**src/rtl/vending_pkg.sv**
```systemverilog
// vending_pkg: coin encodings, coin values and value lookup shared by the vending datapath.
// Exports coin_t (2-bit coin code), CIRCLE/TRIANGLE/PENTAGON_VALUE and coin_value().
package vending_pkg;
  typedef enum logic [1:0] {COIN_NONE, COIN_CIRCLE, COIN_TRIANGLE, COIN_PENTAGON} coin_t;
  localparam logic [2:0] CIRCLE_VALUE = 3'd1;
  localparam logic [2:0] TRIANGLE_VALUE = 3'd3;
  localparam logic [2:0] PENTAGON_VALUE = 3'd5;
  function automatic logic [2:0] coin_value(coin_t c);
    return c == COIN_CIRCLE ? CIRCLE_VALUE :
           c == COIN_TRIANGLE ? TRIANGLE_VALUE :
           c == COIN_PENTAGON ? PENTAGON_VALUE : 3'd0;
  endfunction
endpackage

```
**src/rtl/coin_acceptor_if.sv**
```systemverilog
// coin_acceptor_if: signal bundle between the coin chute / FSM side and the coin acceptor.
// Sensors, drop and clear_overflow flow into the acceptor; coin, pending_count, overflow
// (and total_value when COIN_ACCEPTOR_STATS_EN is defined) flow out.
// master: chute/FSM side. slave: coin_acceptor.
interface coin_acceptor_if #(parameter int FIFO_DEPTH = 4);
  import vending_pkg::*;
  logic sensor_circle;
  logic sensor_triangle;
  logic sensor_pentagon;
  logic drop;
  logic clear_overflow;
  coin_t coin;
  logic [$clog2(FIFO_DEPTH):0] pending_count;
  logic overflow;
`ifdef COIN_ACCEPTOR_STATS_EN
  logic [7:0] total_value;
  modport master(output sensor_circle, sensor_triangle, sensor_pentagon, drop, clear_overflow,
                 input coin, pending_count, overflow, total_value);
  modport slave(input sensor_circle, sensor_triangle, sensor_pentagon, drop, clear_overflow,
                output coin, pending_count, overflow, total_value);
`else
  modport master(output sensor_circle, sensor_triangle, sensor_pentagon, drop, clear_overflow,
                 input coin, pending_count, overflow);
  modport slave(input sensor_circle, sensor_triangle, sensor_pentagon, drop, clear_overflow,
                output coin, pending_count, overflow);
`endif
endinterface

```
**src/rtl/coin_debouncer.sv**
```systemverilog
// coin_debouncer: 2-flop synchroniser plus debounce filter for one raw chute sensor.
// Ports: clock, reset (async, active-high), raw (asynchronous sensor),
// rise (one-cycle pulse, combinational, on the edge the debounced level flips 0->1).
module coin_debouncer #(parameter int DEBOUNCE_CYCLES = 4) (
  input  logic clock,
  input  logic reset,
  input  logic raw,
  output logic rise
);
  localparam int CW = $clog2(DEBOUNCE_CYCLES);
  localparam logic [CW-1:0] LAST = CW'(DEBOUNCE_CYCLES - 1);
  logic s1_q;
  logic s2_q;
  logic stable_q;
  logic stable_d;
  logic [CW-1:0] cnt_q;
  logic [CW-1:0] cnt_d;
  logic flip;
  always_comb begin
    // The count only ever reaches DEBOUNCE_CYCLES on the flipping edge, so it is
    // stored one short and the flip fires when a disagreeing sample meets LAST.
    flip = s2_q != stable_q && cnt_q == LAST;
    cnt_d = s2_q == stable_q || flip ? '0 : cnt_q + 1'b1;
    stable_d = stable_q ^ flip;
    rise = flip && !stable_q;
  end
  always_ff @(posedge clock or posedge reset)
    if (reset) begin
      s1_q <= 1'b0;
      s2_q <= 1'b0;
      stable_q <= 1'b0;
      cnt_q <= '0;
    end else begin
      s1_q <= raw;
      s2_q <= s1_q;
      stable_q <= stable_d;
      cnt_q <= cnt_d;
    end
endmodule

```
**src/rtl/coin_acceptor.sv**
```systemverilog
// coin_acceptor: debounces three coin sensors, queues coin events and issues them to the FSM.
// Ports: clock, reset (async, active-high), bus (coin_acceptor_if.slave): sensors, drop,
// clear_overflow in; coin, pending_count, overflow out. Defining COIN_ACCEPTOR_STATS_EN adds
// bus.total_value, a saturating sum of issued coin values.
module coin_acceptor import vending_pkg::*; #(
  parameter int DEBOUNCE_CYCLES = 4,
  parameter int FIFO_DEPTH = 4
) (
  input logic clock,
  input logic reset,
  coin_acceptor_if.slave bus
);
  localparam int AW = $clog2(FIFO_DEPTH);
  localparam logic [AW:0] DEPTH_C = (AW+1)'(FIFO_DEPTH);
  logic [2:0] raw;
  logic [2:0] ev;
  logic [2:0] pend_q;
  logic [2:0] pend_d;
  logic [2:0] grant;
  logic [2:0] lost;
  logic [AW:0] wr_q;
  logic [AW:0] wr_d;
  logic [AW:0] rd_q;
  logic [AW:0] rd_d;
  logic [AW:0] count;
  coin_t mem_q [FIFO_DEPTH];
  coin_t mem_d [FIFO_DEPTH];
  coin_t push_coin;
  coin_t head;
  logic gap_q;
  logic gap_d;
  logic overflow_q;
  logic overflow_d;
  logic full;
  logic empty;
  logic issue;
  assign raw = {bus.sensor_pentagon, bus.sensor_triangle, bus.sensor_circle};
  for (genvar i = 0; i < 3; i++) begin : g_deb
    coin_debouncer #(.DEBOUNCE_CYCLES(DEBOUNCE_CYCLES)) u_deb (
      .clock(clock),
      .reset(reset),
      .raw(raw[i]),
      .rise(ev[i])
    );
  end
  always_comb begin
    count = wr_q - rd_q;
    full = count == DEPTH_C;
    empty = count == '0;
    grant = full ? 3'b000 : pend_q[2] ? 3'b100 : pend_q[1] ? 3'b010 : pend_q[0] ? 3'b001 : 3'b000;
    push_coin = grant[2] ? COIN_PENTAGON : grant[1] ? COIN_TRIANGLE : COIN_CIRCLE;
    // A new event on a bit that is being granted this edge re-arms it instead of being lost.
    lost = ev & pend_q & ~grant;
    pend_d = (pend_q & ~grant) | ev;
    head = mem_q[rd_q[AW-1:0]];
    // gap_q forces an idle cycle after each coin so the FSM's drop cycle never swallows one.
    issue = !empty && !bus.drop && !gap_q;
    gap_d = issue;
    rd_d = rd_q + {{AW{1'b0}}, issue};
    wr_d = wr_q + {{AW{1'b0}}, |grant};
    mem_d = mem_q;
    if (|grant) mem_d[wr_q[AW-1:0]] = push_coin;
    overflow_d = |lost || (overflow_q && !bus.clear_overflow);
  end
  always_ff @(posedge clock or posedge reset)
    if (reset) begin
      pend_q <= '0;
      wr_q <= '0;
      rd_q <= '0;
      gap_q <= 1'b0;
      overflow_q <= 1'b0;
      mem_q <= '{default: COIN_NONE};
    end else begin
      pend_q <= pend_d;
      wr_q <= wr_d;
      rd_q <= rd_d;
      gap_q <= gap_d;
      overflow_q <= overflow_d;
      mem_q <= mem_d;
    end
  assign bus.coin = issue ? head : COIN_NONE;
  assign bus.pending_count = count;
  assign bus.overflow = overflow_q;
`ifdef COIN_ACCEPTOR_STATS_EN
  logic [7:0] total_q;
  logic [7:0] total_d;
  logic [8:0] sum;
  always_comb begin
    sum = {1'b0, total_q} + {6'd0, issue ? coin_value(head) : 3'd0};
    total_d = sum[8] ? 8'hff : sum[7:0];
  end
  always_ff @(posedge clock or posedge reset)
    if (reset) total_q <= '0;
    else total_q <= total_d;
  assign bus.total_value = total_q;
`endif
endmodule

```
**src/flat_wrapper.sv**
```systemverilog
// flat-port wrapper written by rule: the top's interface ports become plain ports
module coin_acceptor_flat import vending_pkg::*;
#(
  parameter int DEBOUNCE_CYCLES = 4,
  parameter int FIFO_DEPTH = 4
)
  (clock, reset, bus_sensor_circle, bus_sensor_triangle, bus_sensor_pentagon, bus_drop, bus_clear_overflow, bus_coin, bus_pending_count, bus_overflow);
  coin_acceptor_if #(.FIFO_DEPTH(FIFO_DEPTH)) bus_i ();
  input logic clock;
  input logic reset;
  input wire logic [$bits(bus_i.sensor_circle)-1:0] bus_sensor_circle;
  input wire logic [$bits(bus_i.sensor_triangle)-1:0] bus_sensor_triangle;
  input wire logic [$bits(bus_i.sensor_pentagon)-1:0] bus_sensor_pentagon;
  input wire logic [$bits(bus_i.drop)-1:0] bus_drop;
  input wire logic [$bits(bus_i.clear_overflow)-1:0] bus_clear_overflow;
  output wire logic [$bits(bus_i.coin)-1:0] bus_coin;
  output wire logic [$bits(bus_i.pending_count)-1:0] bus_pending_count;
  output wire logic [$bits(bus_i.overflow)-1:0] bus_overflow;
  assign bus_i.sensor_circle = bus_sensor_circle;
  assign bus_i.sensor_triangle = bus_sensor_triangle;
  assign bus_i.sensor_pentagon = bus_sensor_pentagon;
  assign bus_i.drop = bus_drop;
  assign bus_i.clear_overflow = bus_clear_overflow;
  assign bus_coin = bus_i.coin;
  assign bus_pending_count = bus_i.pending_count;
  assign bus_overflow = bus_i.overflow;
  coin_acceptor #(.DEBOUNCE_CYCLES(DEBOUNCE_CYCLES), .FIFO_DEPTH(FIFO_DEPTH)) u_core (.clock(clock), .reset(reset), .bus(bus_i));
endmodule
```
**config.mk**
```make
export PLATFORM = sky130hd
export DESIGN_NAME = coin_acceptor_flat
export DESIGN_NICKNAME = d
export VERILOG_FILES = /design/src/rtl/vending_pkg.sv /design/src/rtl/coin_acceptor_if.sv /design/src/rtl/coin_debouncer.sv /design/src/rtl/coin_acceptor.sv /design/src/flat_wrapper.sv
export SDC_FILE = /design/constraint.sdc
export NUM_CORES = 1
export LEC_CHECK = 0
export ABC_AREA = 1
export CAP_MARGIN = 5
export CORE_ASPECT_RATIO = 1.2
export CORE_MARGIN = 3
export CORE_UTILIZATION = 38
export CTS_CLUSTER_DIAMETER = 30
export DETAILED_ROUTE_END_ITERATION = 10
export GPL_ROUTABILITY_DRIVEN = 0
export PLACE_DENSITY = 0.61
export SYNTH_ARGS = -nofsm -noshare
export SYNTH_HDL_FRONTEND = slang
export SYNTH_HIERARCHICAL = 1
export SYNTH_SLANG_ARGS = --single-unit
```
**constraint.sdc**
```tcl
create_clock -name clock -period 2.65 [get_ports clock]
set_clock_uncertainty 0.05 [all_clocks]
set_input_delay 0.265 -clock clock [delete_from_list [all_inputs] [get_ports clock]]
set_output_delay 0.265 -clock clock [all_outputs]
set_load 0.1 [all_outputs]
```
Word-level counts from Yosys, hierarchy flattened

Index checks and enable logic that the tools add are counted.

Bits in registers: 34
Bits of input ports: 7
Output and inout bits: 6
Logic and storage cells: 90

Add/sub/neg operators: 6
Magnitude comparators: 3
Equality and inequality tests: 10
Mux-type cells: 16
Bitwise logic cells: 10
Reduce and logical (&&, ||, !) cells: 24

Operators by type and width:

| cell                  | number |
|---|---|
| $mux W2               | 9 |
| $logic_and A1 B1 Y1   | 10 |
| $and A3 B3 Y3         | 3 |
| $mux W3               | 3 |
| $bwmux W8             | 1 |
| $logic_not A1 Y1      | 7 |
| $add A2 B1 Y2 const B | 3 |
| $add A3 B1 Y3         | 2 |
| $eq A2 B2 Y1 const B  | 3 |
| $ge A3 B3 Y1 const B  | 2 |
| $not A2 Y3            | 2 |
| $reduce_or A3 Y1      | 2 |
| $bmux W2 S2           | 1 |
| $demux W2 S2          | 1 |
| $logic_or A1 B1 Y1    | 4 |
| $eq A1 B1 Y1          | 3 |
| $eq A3 B3 Y1 const B  | 1 |
| $logic_not A3 Y1      | 1 |
| $lt A3 B1 Y1 const B  | 1 |
| $ne A1 B1 Y1          | 3 |
| $not A3 Y3            | 1 |
| $or A3 B3 Y3          | 1 |
| $sub A3 B3 Y3         | 1 |
| $xor A1 B1 Y1         | 3 |
| $mux W1               | 1 |

Longest topological paths before layout

Word-level depth: 8
Depth in mapped cells: 14
Gate-level depth less buffers: 13

Cells and area by module

Netlist, hierarchy kept.

By module, submodules not included:

| module         | instances | cells an instance | area an instance (µm²) | sequential area each (µm²) |
|---|---|---|---|---|
| coin_acceptor  | 1         | 131               | 1083.5                 | 475.5 |
| coin_debouncer | 3         | 19                | 196.4                  | 125.1 |

Worst setup path after synthesis

Ideal clock, no wire load.

Path type: register to output
Start: register u_core.wr_q[0]
End: output port bus_coin[0]
Arrival time: 2.910 ns
Data required time: 2.335 ns
Path slack: -0.575 ns
Cell stages (with the launch flop): 9
Path buffers: 0
Cell sequence: dfrtp_1 > inv_1 > ha_1 > fa_1 > nand2_1 > inv_1 > nand3_1 > nand2_1 > a21oi_1

Cells in the longest elaborated chain, start to end: 6

RTL lines:

| item                              | line                | RTL |
|---|---|---|
| start: declaration                | coin_acceptor.sv:21 | `logic [AW:0] wr_q;` |
| start signal: assignment          | coin_acceptor.sv:75 | `wr_q <= wr_d;` |
| $sub A3 B3 Y3                     | coin_acceptor.sv:47 | `count = wr_q - rd_q;` |
| $logic_not A3 Y1                  | coin_acceptor.sv:49 | `empty = count == '0;` |
| $logic_not A1 Y1                  | coin_acceptor.sv:57 | `issue = !empty && !bus.drop && !gap_q;` |
| $logic_and A1 B1 Y1 (2 in series) | coin_acceptor.sv:57 |  |
| $mux W2                           | coin_acceptor.sv:81 | `assign bus.coin = issue ? head : COIN_NONE;` |
| end: declaration                  | flat_wrapper.sv:16  | `output wire logic [$bits(bus_i.coin)-1:0] bus_coin;` |

Every way passes these cells.

Final worst setup path

Start: register u_core.rd_q[0]
End: output port bus_coin[1]

Cells in the longest elaborated chain, start to end: 6

RTL lines:

| item                              | line                | RTL |
|---|---|---|
| start: declaration                | coin_acceptor.sv:23 | `logic [AW:0] rd_q;` |
| start signal: assignment          | coin_acceptor.sv:76 | `rd_q <= rd_d;` |
| $sub A3 B3 Y3                     | coin_acceptor.sv:47 |  |
| $logic_not A3 Y1                  | coin_acceptor.sv:49 |  |
| $logic_not A1 Y1                  | coin_acceptor.sv:57 |  |
| $logic_and A1 B1 Y1 (2 in series) | coin_acceptor.sv:57 |  |
| $mux W2 (*)                       | coin_acceptor.sv:81 |  |

Mark *: on every way between the ends. The rest lies on a longest branch, timed or not. The select of a mux whose other input is x is not followed.

==> impl_metrics.json <==
{
  "cts_made_buffers": 5,
  "cts_max_level": 2,
  "ys_warn_count": 6,
  "antenna_cells": 0,
  "hold_viol_final": 0,
  "drive_gt1_share_pct": 16.4,
  "worst_ep_arrival_time_ns": 2.19,
  "hpwl_mm": 2.14,
  "ios": 13,
  "root_buffer": "clkbuf_8",
  "crit_chain": "ha_1 -> fa_1 -> inv_1 -> nand3_1 -> nand3_1 -> nand2_1 -> a21oi_2 -> buf_12",
  "routed-via-count": 1232,
  "syn2layout_area_growth_pct": 18.7,
  "utilization_pct": 48.5,
  "max_clock_freq_mhz": 399,
  "port_buffers": 12,
  "crit_fanout": 7,
  "cts_sinks": 34,
  "grt_pass1_wl_mm": 4.88,
  "totalWireLength_mm": 2.79,
  "drv_slew": 0,
  "crit_path_frequent_cell": "nand3_1",
  "crit_slowest_cell": "dfrtp_1",
  "cap_violations": 0,
  "maxSlewHeadroom_pct": 51.0,
  "final.min_clock_period_ns": 2.50,
  "synth_nets": 204,
  "clkLatencyLatePin_ns": 0.28,
  "fin_cells": 261,
  "hp-class": "input port to async pin",
  "r2r_setup_slack_ns": 0.30,
  "initial_core_util_pct": 40.8,
  "crit_path_start_kind": "flip-flop",
  "status": "finished, final reports clean",
  "vias_per_cell": 4.72,
  "dpl-instance-area_mm2": 0.00188,
  "cts_buffer_depth": 2,
  "ys_seq_area_share_pct": 50.9,
  "core_area_mm2": 0.00410,
  "grt_antenna_before_repair": 0,
  "synthesis.area_mm2": 0.00167,
  "die-width_um": 66.6,
  "mostFrequentLayoutCell": "nand2_1",
  "worst_pin_slew_ns": 0.734,
  "dieArea_mm2": 0.00524,
  "dp_slack_ns": 0.241,
  "cts_tree": "built",
  "cts_hold_buf": 0,
  "rsz0062_at_grt": "false",
  "avgSynthCellArea_um2": 8.90,
  "dp_cells": 252,
  "synth_top_cells_by_area": "dfrtp_1 51%, nand2_1 9.2%, inv_1 7.2%, ha_1 6.0%, nor2_1 5.4%",
  "setup_ws_ns": 0.146,
  "end_kind": "primary output",
  "required_ns": 2.34,
  "grt_max_degree": 20,
  "die_h_um": 78.7,
  "yosysTopAreaCellShare_pct": 50.9,
  "grt-ovfl-total": 0,
  "ant_nets": 0,
  "yosys.area.top_type": "dfrtp_1",
  "rows": 25,
  "num-fill-cells": 396,
  "crit_type": "flip-flop to primary output",
  "clk_pin_slew_worst_paths_ns": 0.07,
  "setup_viol": 0,
  "drt-wirelength-per-cell_um": 10.7,
  "grt_use_total_pct": 12.3,
  "period_share_pct": 94.5,
  "dr.pass1.iters": 4,
  "most-common-layout-cells": "41 x nand2_1, 33 x dfrtp_1, 32 x inv_1, 24 x nor2_1, 8 x ha_1",
  "final_area_mm2": 0.00199,
  "grt_pass1_vias": 1156,
  "nets": 222,
  "synth.distinct_cells": 21,
  "slowest_delay_ns": 0.46,
  "drt_iter0_drc": 50,
  "synth_cells": 188,
  "remaining_drc_errors": 0,
  "synth-seq-cells": 34
}
synth_stat cells:
library cell / n
inv_2: 3
buf_2: 2
nand2_2: 7
nand3_4: 1
o21ai_0: 7
o21bai_2: 1
dfrtp_1: 34
o211ai_1: 4
nand4_1: 5
nor2_1: 24
o2111ai_1: 4
buf_8: 1
nand2_1: 41
nand3_1: 2
a21o_1: 2
a21oi_1: 3
xor2_1: 2
inv_1: 32
nand3_2: 4
fa_1: 1
ha_1: 8
cells by family (layout without fill, tap and decap cells):
| group | after synthesis | count (layout) | synth area share [%] |
|---|---|---|---|
| compound gates | 21 | 21 | 8.45 |
| xor+xnor | 2 | 2 | 1.05 |
| fa+ha+maj | 9 | 9 | 7.18 |
| buf+inv | 38 | 57 | 9.35 |
| flops | 34 | 34 | 50.9 |
| simple gates | 84 | 84 | 23.1 |
sequential cells by signal, indices dropped and copies added (netlist names), named ones only:
name and flops:
u_core/pend_q 3, u_core/bus.overflow 1, u_core/rd_q 3, u_core/gap_q 1, u_core/wr_q 3, u_core/g_deb.u_deb/cnt_q 6
u_core/g_deb.u_deb/s2_q 3, u_core/mem_q 8, u_core/g_deb.u_deb/s1_q 3
final cells by class:
cell class | instances | area (µm²) | area share [%]
flip-flops and latches | 34 | 852 | 42.9
clock inverters | 1 | 5.00 | 0.252
well taps | 54 | 67.6 | 3.40
clock buffers | 7 | 86.3 | 4.35
multi-input cells | 116 | 673 | 33.9
repair buffers | 14 | 170 | 8.57
inverters | 35 | 131 | 6.62
metrics by stage:
| stage | setup TNS [ns] | hold WS (ns) |
|---|---|---|
| final | 0 | 0.220 |
| after detailed placement | 0 | 0.288 |
| after floorplan | -1.15 | -0.00648 |
| after global placement | 0 | 0.282 |
| after global routing | 0 | 0.240 |
| after CTS | -0.00944 | 0.231 |
worst max-delay path, delay by kind of cell (launching register included):
family | cells | cell delay (ns)
fa+ha+maj | 2 | 0.65
flops | 1 | 0.46
simple gates | 3 | 0.32
buf+inv | 2 | 0.29
compound gates | 1 | 0.18
timing repair:
| action | in CTS | in global routing |
|---|---|---|
| setup buffers | 0 | 1 |
| setup endpoints to repair | 2 | 2 |
| gates resized for setup | 0 | 3 |
worst paths after layout:
kind | startpoint | endpoint | depth (start not counted)
setup / recovery | u_core/rd_q[0] | bus_coin[1] | 8
hold / removal | reset | u_core/g_deb[1].u_deb/s2_q | 2
setup reg to reg | u_core/rd_q[0] | u_core/rd_q[2] | 10
hold reg to reg | u_core/g_deb[0].u_deb/s1_q | u_core/g_deb[0].u_deb/s2_q | 0
max in group asynchronous | reset | u_core/wr_q[0] | 2
min in group clock | u_core/g_deb[0].u_deb/s1_q | u_core/g_deb[0].u_deb/s2_q | 0
metal layers:
metal	vias up	share of wire, %	global-route usage [%]
met4	0	1.8	5.69
met5	-	0	0
met2	19	50	20.2
met1	581	44	14.3
li1	627	-	-
met3	5	4.1	3.86
Power is not shown: default switching activity piles up to over one toggle a cycle in this logic, so the estimate is an artifact.
